File: src/rtl/spart_rx.sv
// SPART receive stage: 2-flop rxd synchronizer, 8N1 deframer, receive buffer, sticky error flags.
// Define SPART_RX_FIFO_EN for a FIFO_DEPTH-entry circular buffer; otherwise a single holding register.
module spart_rx #(
  parameter int unsigned OVERSAMPLE = 16,
  parameter int unsigned FIFO_DEPTH = 4
) (
  input  logic       clk,
  input  logic       rst,
  input  logic       rxd,
  input  logic       baud_en,
  input  logic       read_en,
  output logic [7:0] rx_data,
  output logic       rda,
  output logic       framing_err,
  output logic       overrun
);

  typedef enum logic [1:0] {IDLE, START, DATA, STOP} state_e;

  localparam logic [3:0] SC_MID = 4'(OVERSAMPLE / 2 - 1);
  localparam logic [3:0] SC_END = 4'(OVERSAMPLE - 1);

  state_e     state_q, state_d;
  logic       sync1_q, rxs_q, rxs_prev_q;
  logic [3:0] sc_q, sc_d;
  logic [2:0] bc_q, bc_d;
  logic [7:0] sh_q, sh_d;
  logic       fe_q, fe_d, ov_q, ov_d;
  logic       push, fe_set, ov_set, pop;

  // Deframer: start qualified at bit centre, data and stop sampled at the end of each bit count.
  always_comb begin
    state_d = state_q;
    sc_d    = sc_q;
    bc_d    = bc_q;
    sh_d    = sh_q;
    push    = 1'b0;
    fe_set  = 1'b0;
    case (state_q)
      IDLE: begin
        if (rxs_prev_q && !rxs_q) begin
          state_d = START;
          sc_d    = 4'd0;
          bc_d    = 3'd0;
        end
      end
      START: begin
        if (baud_en) begin
          if (sc_q == SC_MID) begin
            state_d = rxs_q ? IDLE : DATA;
            sc_d    = 4'd0;
            bc_d    = 3'd0;
          end else begin
            sc_d = sc_q + 4'd1;
          end
        end
      end
      DATA: begin
        if (baud_en) begin
          if (sc_q == SC_END) begin
            sh_d = {rxs_q, sh_q[7:1]};
            sc_d = 4'd0;
            bc_d = bc_q + 3'd1;
            if (bc_q == 3'd7) begin
              state_d = STOP;
              bc_d    = 3'd0;
            end
          end else begin
            sc_d = sc_q + 4'd1;
          end
        end
      end
      STOP: begin
        if (baud_en) begin
          if (sc_q == SC_END) begin
            push    = rxs_q;
            fe_set  = !rxs_q;
            state_d = IDLE;
            sc_d    = 4'd0;
            bc_d    = 3'd0;
          end else begin
            sc_d = sc_q + 4'd1;
          end
        end
      end
      default: state_d = IDLE;
    endcase
  end

`ifdef SPART_RX_FIFO_EN
  localparam int unsigned AW = (FIFO_DEPTH > 1) ? $clog2(FIFO_DEPTH) : 1;
  localparam int unsigned CW = AW + 1;

  logic [7:0]    mem_q [FIFO_DEPTH];
  logic [AW-1:0] wr_ptr_q, wr_ptr_d, rd_ptr_q, rd_ptr_d;
  logic [CW-1:0] cnt_q, cnt_d;
  logic          full, empty, mem_we;

  // Circular buffer; a pop in the same cycle frees the slot for a push into a full buffer.
  always_comb begin
    full     = (cnt_q == CW'(FIFO_DEPTH));
    empty    = (cnt_q == CW'(0));
    pop      = read_en && !empty;
    mem_we   = push && (!full || pop);
    ov_set   = push && full && !pop;
    wr_ptr_d = mem_we ? wr_ptr_q + AW'(1) : wr_ptr_q;
    rd_ptr_d = pop ? rd_ptr_q + AW'(1) : rd_ptr_q;
    cnt_d    = cnt_q + CW'(mem_we) - CW'(pop);
  end

  always_ff @(posedge clk or posedge rst) begin
    if (rst) begin
      wr_ptr_q <= '0;
      rd_ptr_q <= '0;
      cnt_q    <= '0;
      for (int i = 0; i < FIFO_DEPTH; i++) mem_q[i] <= 8'h00;
    end else begin
      wr_ptr_q <= wr_ptr_d;
      rd_ptr_q <= rd_ptr_d;
      cnt_q    <= cnt_d;
      if (mem_we) mem_q[wr_ptr_q] <= sh_q;
    end
  end

  assign rx_data = mem_q[rd_ptr_q];
  assign rda     = !empty;
`else
  logic [7:0] hold_q, hold_d;
  logic       valid_q, valid_d;
  logic       accept;

  // FIFO_DEPTH has no effect in the single-register build.
  if (FIFO_DEPTH == 0) begin : g_fifo_depth_ignored
  end

  // Single holding register; the first byte is kept when a second one arrives unread.
  always_comb begin
    pop     = read_en && valid_q;
    accept  = push && (!valid_q || pop);
    ov_set  = push && valid_q && !pop;
    hold_d  = accept ? sh_q : hold_q;
    valid_d = accept || (valid_q && !pop);
  end

  always_ff @(posedge clk or posedge rst) begin
    if (rst) begin
      hold_q  <= 8'h00;
      valid_q <= 1'b0;
    end else begin
      hold_q  <= hold_d;
      valid_q <= valid_d;
    end
  end

  assign rx_data = hold_q;
  assign rda     = valid_q;
`endif

  // Sticky flags: any read_en clears them, a coincident set event wins.
  always_comb begin
    fe_d = fe_set || (fe_q && !read_en);
    ov_d = ov_set || (ov_q && !read_en);
  end

  always_ff @(posedge clk or posedge rst) begin
    if (rst) begin
      sync1_q    <= 1'b1;
      rxs_q      <= 1'b1;
      rxs_prev_q <= 1'b1;
      state_q    <= IDLE;
      sc_q       <= 4'd0;
      bc_q       <= 3'd0;
      sh_q       <= 8'h00;
      fe_q       <= 1'b0;
      ov_q       <= 1'b0;
    end else begin
      sync1_q    <= rxd;
      rxs_q      <= sync1_q;
      rxs_prev_q <= rxs_q;
      state_q    <= state_d;
      sc_q       <= sc_d;
      bc_q       <= bc_d;
      sh_q       <= sh_d;
      fe_q       <= fe_d;
      ov_q       <= ov_d;
    end
  end

  assign framing_err = fe_q;
  assign overrun     = ov_q;

endmodule
File: config.mk
export PLATFORM = sky130hd
export DESIGN_NAME = spart_rx
export DESIGN_NICKNAME = d
export VERILOG_FILES = /design/src/rtl/spart_rx.sv
export SDC_FILE = /design/constraint.sdc
export NUM_CORES = 1
export LEC_CHECK = 0
export BUFFER_PORTS_ARGS = -buffer_cell sky130_fd_sc_hd__buf_2
export CAP_MARGIN = 20
export CORE_UTILIZATION = 55
export DETAILED_ROUTE_END_ITERATION = 8
export HOLD_SLACK_MARGIN = 0.03
export MAX_ROUTING_LAYER = met4
export PLACE_DENSITY_LB_ADDON = 0.05
export RECOVER_POWER = 100
export SLEW_MARGIN = 40
export SYNTH_ARGS = -nofsm -noshare
export SYNTH_HDL_FRONTEND = slang
export SYNTH_SLANG_ARGS = --single-unit
File: constraint.sdc
create_clock -name clk -period 3.65 [get_ports clk]
set_input_delay 0.73 -clock clk [delete_from_list [all_inputs] [get_ports clk]]
set_output_delay 0.73 -clock clk [all_outputs]
set_load 0.02 [all_outputs]
==> results of run 1 <==
==> worst min-delay path by stage <==
stage	cells past startpoint	slack [ns]	startpoint	end
floorplan	0	0.35	sync1_q	rxs_q
finish	0	0.36	sync1_q	rxs_q
global placement	0	0.35	sync1_q	rxs_q
global route	0	0.37	sync1_q	rxs_q
CTS	0	0.36	sync1_q	rxs_q
detailed placement	0	0.35	sync1_q	rxs_q
==> layer usage <==
metal	share of wire, %	up-vias
met3	5.0	5
met1	47	409
met5	0	-
met4	1.8	0
li1	-	405
met2	46	18
==> layout make-up <==
| class | count | share of cell area [%] |
|---|---|---|
| Sequential cell | 31 | 54.3 |
| Timing Repair Buffer | 16 | 4.53 |
| Clock buffer | 8 | 3.40 |
| Tap cell | 28 | 2.44 |
| Multi-Input combinational cell | 62 | 33.7 |
| Inverter | 6 | 1.57 |
==> logic make-up after synthesis <==
group | Yosys count | share of synthesized area [%]
compound gates | 13 | 6.47
fa+ha+maj | 3 | 2.81
buf+inv | 10 | 4.12
flops | 31 | 58.4
mux | 19 | 16.0
simple gates | 27 | 12.2
==> report_power, final <==
group | leakage, nW | switching, mW | internal (mW)
clock network | 0.0265 | 0.107 | 0.0766
registers | 0.412 | 0.0496 | 0.385
logic | 0.255 | 0.0794 | 0.0667
total | 0.693 | 0.236 | 0.528
==> per-stage QoR <==
step	hold WS, ns	worst slack [ns]
floorplan	0.345	1.65
global placement	0.349	1.48
detailed placement	0.351	1.40
CTS	0.362	1.74
global route	0.372	1.29
finish	0.365	1.48
==> synthesized netlist by cell type (all sizes together) (2+ instances only) <==
master / instances / area share [%]
nand2: 5 / 1.4
mux2: 19 / 16
a31oi: 2 / 0.94
o21ai: 6 / 2.2
a21oi: 2 / 1.3
inv: 6 / 1.7
dfstp: 3 / 5.9
ha: 3 / 2.8
and3: 2 / 1.4
buf: 4 / 2.4
nand4: 2 / 0.94
dfrtp: 28 / 52
nand3: 3 / 1.1
nor2: 6 / 1.7
==> worst max-delay path: cells and delay by family, from the launching register on <==
kind	cells	cell delay, ns
AOI/OAI and AO/OA	1	0.67
muxes	1	0.42
DFF	1	0.39
and+or+nand+nor	2	0.37
adders and majority gates	1	0.22
==> sequential cells by signal, summed over array words and instances, names as in the netlist, named ones only <==
register     count
sync1_q          1
sc_q             4
bc_q             3
sh_q             8
rxs_prev_q       1
state_q          1
rxs_q            1
rx_data          8
rda              1
overrun          1
framing_err      1
==> impl_metrics.tcl, run 1 <==
set metrics [dict create \
    ioPinCount 16 \
    grt_usage_pct 19.6 \
    maxCapViolCount 0 \
    hp-class "reg -> reg" \
    die_h_um 51.3 \
    synth_nets 111 \
    maxSlewHeadroom_pct 30.3 \
    core_area_um2 2250 \
    postLayoutCellArea_um2 1440 \
    cts_root_buf "clkbuf_4" \
    cp.required_ns 3.87 \
    r2r-end "rx_data[5]" \
    fin_crit_ns 2.17 \
    worst_pin_slew_ns 1.04 \
    fin_util_pct 63.7 \
    arrival_ns 2.39 \
    nFillCells 197 \
    routed_wl_mm 2.08 \
    postCtsSetupBuffers 0 \
    multi_input_area_um2 484 \
    place_congestion 0.805 \
    slowest_delay_ns 0.67 \
    grt_use_met2_pct 27.2 \
    final_nets 130 \
    drive_gt1_share_pct 25.2 \
    worstPathCellList "ha_1 > and4_1 > nand4_1 > a21oi_1 > mux2_2" \
    synth_cells 103 \
    postSynthRegisterBits 31 \
    port_buffers 15 \
    wl_per_cell_um 13.7 \
    cts.clk_slew.worst_paths_ns 0.09 \
    start_kind "flop" \
    insertion_delay_ns 0.33 \
    synth_cell_types 28 \
    synth_ff_type "dfrtp_1" \
    crit_start "sc_q[0]" \
    cts.sinks 31 \
    setup_viol 0 \
    synth_area_um2 1340 \
    dp_cells 143 \
    syn-mean-instance-area_um2 13.0 \
    rr_startpoint "sc_q[0]" \
    placedInstanceArea_um2 1420 \
    finalMaxSlewViolations 0 \
    fmax_mhz 461 \
    crit_slowest_cell "a21oi_1" \
    grt_max_degree 30 \
    finClkSkew_ns 0.0213 \
    grt_overflow_total 0 \
    antenna_found_initial 0 \
    htree_levels 2 \
    r2r_slack_ns 1.48 \
    regArea_um2 779 \
    areaGrowthSynthToFinish_pct 7.50 \
    p_per_area_nw_per_um2 533 \
    cts_hold_buf 0 \
    p_total_mw 0.764 \
    die_w_um 51.3 \
    critPathKind "reg -> reg" \
    gr-usage-met1_pct 23.7 \
    use_met3_pct 10.7 \
    antenna_left 0 \
    grt_pass1_vias 786 \
    dr.pass1.iters 4 \
    cts_buffers 5 \
    synthArstFlopShare_pct 100 \
    num_vias 837 \
    vias_per_cell 5.54 \
    cts.repair.resized 0 \
    rows 17 \
    hpwl_mm 1.45 \
    route.detailed.drc 0 \
    tns_ns 0 \
    grt_pass1_wl_mm 3.43 \
    clockBufferDepth 2 \
    start_util_pct 59.2 \
    rsz0062_at_grt "false" \
    final_cell_mix "dfrtp_1 (28), mux2_2 (19), clkbuf_1 (15)" \
    dieArea_um2 2630 \
    final_common_cell "dfrtp_1" \
    worstPathMaxFanout 8 \
    finalCritPeriodShare_pct 59.5 \
    drtIter0Drc 13 \
    final_cells 151 \
    cts_tree "done" \
    ys_warn_count 0 \
    status "finished clean" \
    ys_seq_area_share_pct 58.4 \
    busiest_layer "met2" \
    synth_edf_count 0 \
    finalHoldViolCount 0 \
    power.leakage_nw 0.693 \
    reg2reg_depth 5 \
    crit_path_end "rx_data[5]" \
    cp-end-kind "flop" \
    ir_worst_vdd_v 0.000410 \
    antenna_cells 0 \
]
No activity file was read; power rests on OpenSTA's default activity.
==> inputs of run 2 (changes only) <==
clock period = 2.2 ns   (was 3.65 ns; I/O delays follow)
==> impl_metrics.tcl, run 2 (synthesized netlist as in run 1, its figures left out) <==
set metrics [dict create \
    status "complete, but fails checks" \
    violations "capacitance limit, slew limit" \
    insertion_delay_ns 0.32 \
    num_vias 837 \
    antenna_left 0 \
    die_w_um 51.3 \
    finalMaxSlewViolations 32 \
    hold_start "rxd" \
    cp.required_ns 2.41 \
    rows 17 \
    grt_usage_pct 19.8 \
    drive_gt1_share_pct 26.0 \
    antenna_found_initial 0 \
    core_area_um2 2250 \
    finalCritPeriodShare_pct 88.2 \
    setup_viol 0 \
    ioPinCount 16 \
    dr.pass1.iters 4 \
    tns_ns 0 \
    hpwl_mm 1.36 \
    p_total_mw 1.26 \
    cts_root_buf "clkbuf_4" \
    start_kind "flop" \
    grt_pass1_wl_mm 3.35 \
    place_congestion 0.835 \
    crit_start "sc_q[0]" \
    cts_tree "done" \
    r2r_slack_ns 0.26 \
    areaGrowthSynthToFinish_pct 7.87 \
    fin_crit_ns 1.94 \
    crit_path_end "rx_data[4]" \
    grt_overflow_total 0 \
    clockBufferDepth 2 \
    wl_per_cell_um 13.0 \
    route.detailed.drc 0 \
    port_buffers 15 \
    routed_wl_mm 1.96 \
    fmax_mhz 515 \
    cts.repair.resized 0 \
    cts_hold_buf 0 \
    r2r-end "rx_data[4]" \
    final_nets 130 \
    antenna_cells 0 \
    finClkSkew_ns 0.00776 \
    cts.clk_slew.worst_paths_ns 0.09 \
    maxSlewHeadroom_pct -2.24 \
    final_common_cell "dfrtp_1" \
    cts_buffers 5 \
    reg2reg_depth 5 \
    grt_max_degree 32 \
    start_util_pct 59.2 \
    hp-class "in -> reg" \
    drtIter0Drc 16 \
    postCtsSetupBuffers 0 \
    htree_levels 2 \
    ir_worst_vdd_v 0.000618 \
    maxCapViolCount 1 \
    cts.sinks 31 \
    p_per_area_nw_per_um2 873 \
    final_cell_mix "dfrtp_1 (28), mux2_2 (18), clkbuf_1 (14)" \
    nFillCells 212 \
    worstPathMaxFanout 8 \
    cp-end-kind "flop" \
    rsz0062_at_grt "false" \
    dieArea_um2 2630 \
    die_h_um 51.3 \
    arrival_ns 2.15 \
    power.leakage_nw 0.697 \
    worst_pin_slew_ns 1.53 \
    rr_startpoint "sc_q[0]" \
    critPathKind "reg -> reg" \
    grt_pass1_vias 769 \
    finalHoldViolCount 0 \
    vias_per_cell 5.54 \
]
run 2: critical path, cell delays in order (launching register included):
cell and delay, ns:
dfrtp_1 0.39, ha_1 0.22, and4_1 0.24, nand4_1 0.15
a21oi_2 0.43, mux2_1 0.39
run 2: through the flow:
step	hold WS [ns]	worst slack [ns]	instance area (µm²)	util, %	cells
finish	0.214	0.259	1440	63.9	151
global route	0.185	0.0889	1440	63.9	151
CTS	0.176	0.242	1470	65.2	151
detailed placement	0.355	0.264	1420	63.0	143
global placement	0.347	0.320	1420	63.0	143
floorplan	0.345	0.486	1340	-	103
run 2: report_power, final:
part | switching [mW] | internal (mW) | total (mW)
Combinational | 0.128 | 0.110 | 0.239
Clock | 0.173 | 0.124 | 0.298
Sequential | 0.0817 | 0.639 | 0.721
Total | 0.383 | 0.874 | 1.26
run 2: worst min-delay path by stage:
stage,to,slack [ns],cells past startpoint
floorplan,rxs_q,0.35,0
detailed placement,rxs_q,0.35,0
global placement,rxs_q,0.35,0
finish,sync1_q,0.21,1
CTS,rx_data[2],0.18,3
global route,sync1_q,0.18,1
run 2: layout make-up:
type / count / area [µm²] / share of cell area, %
inverter: 6 / 22.5 / 1.56
sequential: 31 / 779 / 54.1
clock inverter: 1 / 5.00 / 0.348
multi-input combinational: 62 / 488 / 33.9
timing repair buffer: 16 / 65.1 / 4.52
clock buffer: 7 / 45.0 / 3.13
tap: 28 / 35.0 / 2.43
run 2: metal layers:
metal	part of all wire [%]	vias up	GRT usage (%)
li1	-	410	-
met5	0	-	-
met1	47	405	24.5
met2	46	14	27.0
met4	2.9	0	13.5
met3	4.5	8	7.14
